==> src/rtl/spi_regfile.sv <==
// spi_regfile: SPI (mode 0) slave giving access to a bank of 8-bit registers.
//
// The first byte of a transaction is a command: bit7 selects write (1) or
// read (0), bits[6:0] give the start address. Every following complete byte
// is a data byte. On a write the byte is stored at the current address. On a
// read the register at the current address is shifted out MSB first. The
// address post-increments modulo 128 after each data byte. Addresses at or
// beyond NUM_REGS ignore writes and read as 8'h00.
//
// Ports:
//   clk     - system clock; all logic is on its rising edge
//   rst     - synchronous active-high reset
//   sclk    - SPI clock (asynchronous to clk)
//   ssel_n  - SPI select, active low (asynchronous to clk)
//   mosi    - SPI data in (asynchronous to clk)
//   miso    - SPI data out, registered
//   regs_o  - register contents, reg i at bits [8i+7:8i]
//   wr_stb  - one-clk pulse per committed register write
//   wr_addr - address of the last committed write
//   busy    - synchronised select is active

module spi_regfile #(
    parameter int                      NUM_REGS   = 4,
    parameter logic [NUM_REGS*8-1:0]   RESET_VALS = {8'h00, 8'h00, 8'h01, 8'h2A}
) (
    input  logic                    clk,
    input  logic                    rst,
    input  logic                    sclk,
    input  logic                    ssel_n,
    input  logic                    mosi,
    output logic                    miso,
    output logic [NUM_REGS*8-1:0]   regs_o,
    output logic                    wr_stb,
    output logic [6:0]              wr_addr,
    output logic                    busy
);

    typedef enum logic [1:0] {
        IDLE,
        CMD,
        DATA
    } state_t;

    state_t state;
    state_t state_next;

    logic sclk_s1, sclk_s2, sclk_s3;
    logic ssel_s1, ssel_s2, ssel_s3;
    logic mosi_s1, mosi_s2;

    logic sclk_rise, sclk_fall;
    logic ssel_fall, ssel_rise;

    logic rst_q;
    logic armed;

    logic [2:0] bit_cnt;
    logic [6:0] shift_in;
    logic [7:0] tx_shift;
    logic       is_write;
    logic [6:0] addr;
    logic [7:0] regs [NUM_REGS];

    logic       byte_done;
    logic [7:0] rx_byte;
    logic [6:0] rd_addr;
    logic [7:0] rd_data;

    // Two-flop synchronisers plus a history flop for edge detection.
    // Reset loads the idle bus levels so no spurious edge is seen.
    always_ff @(posedge clk) begin
        if (rst) begin
            sclk_s1 <= 1'b0;
            sclk_s2 <= 1'b0;
            sclk_s3 <= 1'b0;
            ssel_s1 <= 1'b1;
            ssel_s2 <= 1'b1;
            ssel_s3 <= 1'b1;
            mosi_s1 <= 1'b0;
            mosi_s2 <= 1'b0;
        end else begin
            sclk_s1 <= sclk;
            sclk_s2 <= sclk_s1;
            sclk_s3 <= sclk_s2;
            ssel_s1 <= ssel_n;
            ssel_s2 <= ssel_s1;
            ssel_s3 <= ssel_s2;
            mosi_s1 <= mosi;
            mosi_s2 <= mosi_s1;
        end
    end

    assign sclk_rise = sclk_s2 & ~sclk_s3;
    assign sclk_fall = ~sclk_s2 & sclk_s3;
    assign ssel_fall = ~ssel_s2 & ssel_s3;
    assign ssel_rise = ssel_s2 & ~ssel_s3;

    assign busy = ~ssel_s2;

    // Because reset forces the select synchroniser high, a select still held
    // low through reset would look like a fresh falling edge once the
    // synchroniser refills. 'armed' only goes high after the first stage has
    // captured a real high level of ssel_n after reset, so a transaction cut
    // by reset is ignored until select is released and asserted again.
    always_ff @(posedge clk) begin
        if (rst) begin
            rst_q <= 1'b1;
            armed <= 1'b0;
        end else begin
            rst_q <= 1'b0;
            if (!rst_q && ssel_s1) begin
                armed <= 1'b1;
            end
        end
    end

    always_ff @(posedge clk) begin
        if (rst) begin
            state <= IDLE;
        end else begin
            state <= state_next;
        end
    end

    always_comb begin
        state_next = state;
        case (state)
            IDLE:    if (ssel_fall && armed) state_next = CMD;
            CMD:     if (byte_done) state_next = DATA;
            DATA:    state_next = DATA;
            default: state_next = IDLE;
        endcase
        if (ssel_rise) begin
            state_next = IDLE;
        end
    end

    assign byte_done = sclk_rise && (bit_cnt == 3'd7) && (state != IDLE);
    assign rx_byte   = {shift_in, mosi_s2};

    // At the end of the command byte the read address comes straight from the
    // byte being completed; at later byte boundaries it is the next address.
    assign rd_addr = (state == CMD) ? rx_byte[6:0] : addr + 7'd1;

    always_comb begin
        rd_data = 8'h00;
        for (int i = 0; i < NUM_REGS; i++) begin
            if (rd_addr == 7'(i)) begin
                rd_data = regs[i];
            end
        end
    end

    // Bit/byte datapath. miso is the MSB of tx_shift. A read byte is loaded
    // at the sclk rise that ends the previous byte, which puts its MSB on
    // miso before the next rise; the fall that immediately follows (bit_cnt
    // already wrapped to 0) must therefore not shift.
    always_ff @(posedge clk) begin
        if (rst) begin
            bit_cnt  <= 3'd0;
            shift_in <= 7'd0;
            tx_shift <= 8'h00;
            is_write <= 1'b0;
            addr     <= 7'd0;
            wr_stb   <= 1'b0;
            wr_addr  <= 7'd0;
            for (int i = 0; i < NUM_REGS; i++) begin
                regs[i] <= RESET_VALS[8*i +: 8];
            end
        end else begin
            wr_stb <= 1'b0;
            if (state == IDLE || ssel_rise) begin
                bit_cnt  <= 3'd0;
                shift_in <= 7'd0;
                tx_shift <= 8'h00;
            end else if (sclk_rise) begin
                shift_in <= {shift_in[5:0], mosi_s2};
                bit_cnt  <= bit_cnt + 3'd1;
                if (bit_cnt == 3'd7) begin
                    if (state == CMD) begin
                        is_write <= rx_byte[7];
                        addr     <= rx_byte[6:0];
                        tx_shift <= rx_byte[7] ? 8'h00 : rd_data;
                    end else begin
                        if (is_write) begin
                            for (int i = 0; i < NUM_REGS; i++) begin
                                if (addr == 7'(i)) begin
                                    regs[i] <= rx_byte;
                                    wr_stb  <= 1'b1;
                                    wr_addr <= addr;
                                end
                            end
                        end else begin
                            tx_shift <= rd_data;
                        end
                        addr <= addr + 7'd1;
                    end
                end
            end else if (sclk_fall && state == DATA && !is_write && bit_cnt != 3'd0) begin
                tx_shift <= {tx_shift[6:0], 1'b0};
            end
        end
    end

    assign miso = tx_shift[7];

    for (genvar g = 0; g < NUM_REGS; g++) begin : g_regs_out
        assign regs_o[8*g +: 8] = regs[g];
    end

endmodule

==> config.mk <==
export PLATFORM = sky130hd
export DESIGN_NAME = spi_regfile
export DESIGN_NICKNAME = d
export VERILOG_FILES = /design/src/rtl/spi_regfile.sv
export SDC_FILE = /design/constraint.sdc
export NUM_CORES = 1
export LEC_CHECK = 0
export BUFFER_PORTS_ARGS = -buffer_cell sky130_fd_sc_hd__buf_2
export CAP_MARGIN = 20
export CORE_UTILIZATION = 54
export CTS_BUF_LIST = sky130_fd_sc_hd__clkbuf_8
export DETAILED_ROUTE_END_ITERATION = 16
export GPL_ROUTABILITY_DRIVEN = 0
export PLACE_DENSITY = 0.81
export SLEW_MARGIN = 0
export SYNTH_ARGS = -nofsm -noshare
export SYNTH_HDL_FRONTEND = slang
export SYNTH_SLANG_ARGS = --single-unit
export TNS_END_PERCENT = 5
==> constraint.sdc <==
create_clock -name clk -period 2 [get_ports clk]
set_input_delay 0.4 -clock clk [delete_from_list [all_inputs] [get_ports clk]]
set_output_delay 0.4 -clock clk [all_outputs]
set_load 0.03 [all_outputs]
==> results.py <==
metrics = {
    "worst_setup_path": {
        "crit_type": "reg -> reg",
        "cp-end-kind": "flop",
        "worst-path-max-fanout": 6,
        "cp_data_arrival_time_ps": 2240,
        "crit_path_start_kind": "flop",
        "critical_path_required_ps": 2240,
    },
    "global_route": {
        "track_usage_pct": 26.29,
        "grt_remaining_overflow": 0,
        "grt_pass1_vias": 3006,
        "grt_first_pass_wirelength_um": 14870,
        "antenna_found_initial": 0,
        "grt_max_degree": 33,
    },
    "floorplanning": {
        "design.core.area_um2": 6794,
        "rows": 30,
        "die_area_um2": 7376,
        "die_y_um": 85.89,
        "ios": 47,
        "start_util_pct": 55.93,
        "die-width_um": 85.89,
    },
    "cts": {
        "h-tree-depth": 3,
        "clock_latency_ps": 370,
        "clkSinkCount": 78,
        "root_buffer": "clkbuf_8",
        "cts_hold_buf": 0,
        "cts_buffers": 9,
        "clk_pin_slew_ps": 90,
        "cts_tree": "done",
        "cts_max_path_buffers": 2,
    },
    "yosys": {
        "synth_common_cells": "46 x dfxtp_1, 33 x and2_1, 33 x nand2_1, 32 x edfxtp_1, 23 x a21oi_1",
        "synth.avg_cell_area_um2": 10.21,
        "synth_edf_count": 32,
        "yosys_most_used_dff": "dfxtp_1",
        "yosys.area.top_type": "edfxtp_1",
        "netlist.area_leader.share_pct": 25.29,
        "synth_nets": 388,
        "syn_inst": 372,
        "post-synth-top-count-cell": "dfxtp_1",
        "synth-seq-area-share_pct": 49.52,
        "yosys_register_bits": 78,
        "synth_area_leaders": "edfxtp_1 25%, dfxtp_1 24%, and2_1 5.4%",
        "yosys_warnings": 0,
        "synth_area_um2": 3800,
        "synth_cell_type_count": 55,
        "async_reset_ff_share_pct": 0,
    },
    "sta": {
        "hold_ws_ps": 214.4,
        "finalClockSkew_ps": 10.08,
        "setup_viol": 0,
        "worstMarginPinSlew_ps": 580.9,
        "maxSlewViolCount": 0,
        "fmax_ghz": 0.5002,
        "fin_crit_ps": 1999,
        "post-route-period-util_pct": 99.97,
        "report.final.hold_viol_count": 0,
        "maxSlewHeadroom_pct": 61.10,
        "rsz0062_at_grt": "yes",
    },
    "outcome": {
        "outcome": "finished, final reports clean",
    },
    "layout": {
        "ff_latch_area_um2": 1892,
        "drive_gt1_share_pct": 32.73,
        "area_growth_pct": 22.32,
        "nFillCells": 495,
        "layout.nets": 454,
        "antennaDiodeCount": 0,
        "final_cell_area_um2": 4648,
        "multi_input_area_um2": 1891,
        "stdcell_count": 539,
        "final_util_pct": 68.42,
    },
    "power": {
        "powerDensity_nw_per_um2": 753.4,
        "power_leakage_nw": 1.767,
        "vdd_drop_max_uv": 471.5,
    },
    "placement": {
        "dp_cells": 521,
        "port_buffers": 46,
        "dp_hpwl_um": 6399,
        "dpl_cell_area_um2": 4274,
    },
    "flow_run": {
        "drv_cap": 0,
    },
    "route": {
        "avgRoutedWirePerCell_um": 17.44,
        "ant_nets": 0,
        "drc": 0,
        "num_vias": 3114,
        "drtIter0Drc": 306,
        "drt_pass1_iterations": 4,
        "wl_um": 9400,
        "routed_via_density": 5.777,
    },
    "hold_path": {
        "holdCritPathClass": "in -> reg",
    },
}
[power breakdown]
group	total (mW)	switching [mW]	internal (mW)
clock	1.23	0.637	0.589
combinational	0.539	0.338	0.201
sequential	1.74	0.0350	1.70
[layout make-up]
| type | instances | share of cell area (%) |
|---|---|---|
| tap | 96 | 2.584 |
| clock inverter | 7 | 1.696 |
| timing repair buffer | 77 | 10.39 |
| sequential | 78 | 40.70 |
| multi-input combinational | 256 | 40.67 |
| inverter | 16 | 1.292 |
| clock buffer | 9 | 2.665 |
[what timing repair did]
item                                    in CTS  in global routing
setup buffers                                0                  1
pin swaps                                    3                  6
gates cloned                                 0                  1
endpoints found under the setup margin      38                 78
gates resized for setup                     12                 32
[worst paths after layout]
check          start           to  cells after the start  slack (ps)
max          addr[1]  tx_shift[4]                      7         0.6
min           ssel_n      ssel_s1                      2         210
max reg2reg  addr[1]  tx_shift[4]                      7         0.6
min reg2reg  mosi_s1      mosi_s2                      1         450
[registers in the layout, indices dropped and copies added, names as in the netlist]
register	cells
regs	32
tx_shift	8
addr	7
shift_in	7
wr_addr	7
bit_cnt	3
state	2
armed	1
is_write	1
mosi_s1	1
mosi_s2	1
rst_q	1
sclk_s1	1
sclk_s2	1
sclk_s3	1
ssel_s1	1
ssel_s2	1
ssel_s3	1
wr_stb	1
[metrics by stage]
step	setup slack (ps)	TNS, ps	power [mW]
finish	0.6257	0	3.502
global route	-25.83	-54.39	3.634
CTS	-18.81	-53.95	3.463
detailed placement	-46.76	-1047	2.235
global placement	19.39	0	2.221
floorplan	97.54	0	2.088
[kinds of logic after synthesis]
logic type      count (synthesis)  share of synthesized area (%)
simple gates                  141                          22.46
compound gates                 93                          16.96
flops                          78                          49.52
buf+inv                        38                          4.379
fa+ha+maj                      11                          3.622
mux                             9                          2.601
xor+xnor                        2                         0.4611
[worst max-delay path, stage by stage, from the launching register on]
cell and delay [ps]:
dfxtp_2 380, inv_1 70, ha_1 340, mux2i_4 220, buf_6 170, mux2_2 350, o221ai_2 240, o31ai_4 100
[routing by layer]
layer | vias up | global-route usage [%] | wire length, um
li1 | 1484 | - | -
met1 | 1487 | 33.83 | 4019
met2 | 123 | 41.85 | 4550
met3 | 20 | 5.679 | 617
met4 | 0 | 13.33 | 212
met5 | - | 0 | 0
[layout by cell type, fill, tap and decap left out, types with 3 or more instances in the layout]
| master | Yosys | layout |
|---|---|---|
| o21ai_0 | 17 | 16 |
| buf_2 | 7 | 46 |
| o221ai_2 | 0 | 4 |
| dfxtp_2 | 0 | 5 |
| nor3b_2 | 5 | 4 |
| nand2b_1 | 9 | 9 |
| nor2b_1 | 9 | 9 |
| ha_2 | 0 | 3 |
| o21bai_1 | 7 | 7 |
| o31ai_1 | 9 | 3 |
| mux2_2 | 7 | 7 |
| a21o_2 | 0 | 3 |
| clkbuf_8 | 0 | 9 |
| a221oi_1 | 8 | 8 |
| o221ai_1 | 8 | 4 |
| and3_1 | 3 | 3 |
| and2_1 | 33 | 32 |
| nand3_1 | 10 | 10 |
| a211oi_1 | 4 | 4 |
| and4_1 | 8 | 7 |
| edfxtp_1 | 32 | 32 |
| a21oi_1 | 23 | 23 |
| ha_1 | 11 | 7 |
| buf_4 | 1 | 28 |
| clkinvlp_4 | 0 | 3 |
| inv_1 | 15 | 14 |
| inv_6 | 0 | 3 |
| dfxtp_1 | 46 | 40 |
| o31ai_2 | 0 | 4 |
| nand2_1 | 33 | 33 |
| or2_2 | 3 | 3 |
| nor2_1 | 12 | 12 |
Note: power is estimated with default switching activity, not from simulation.
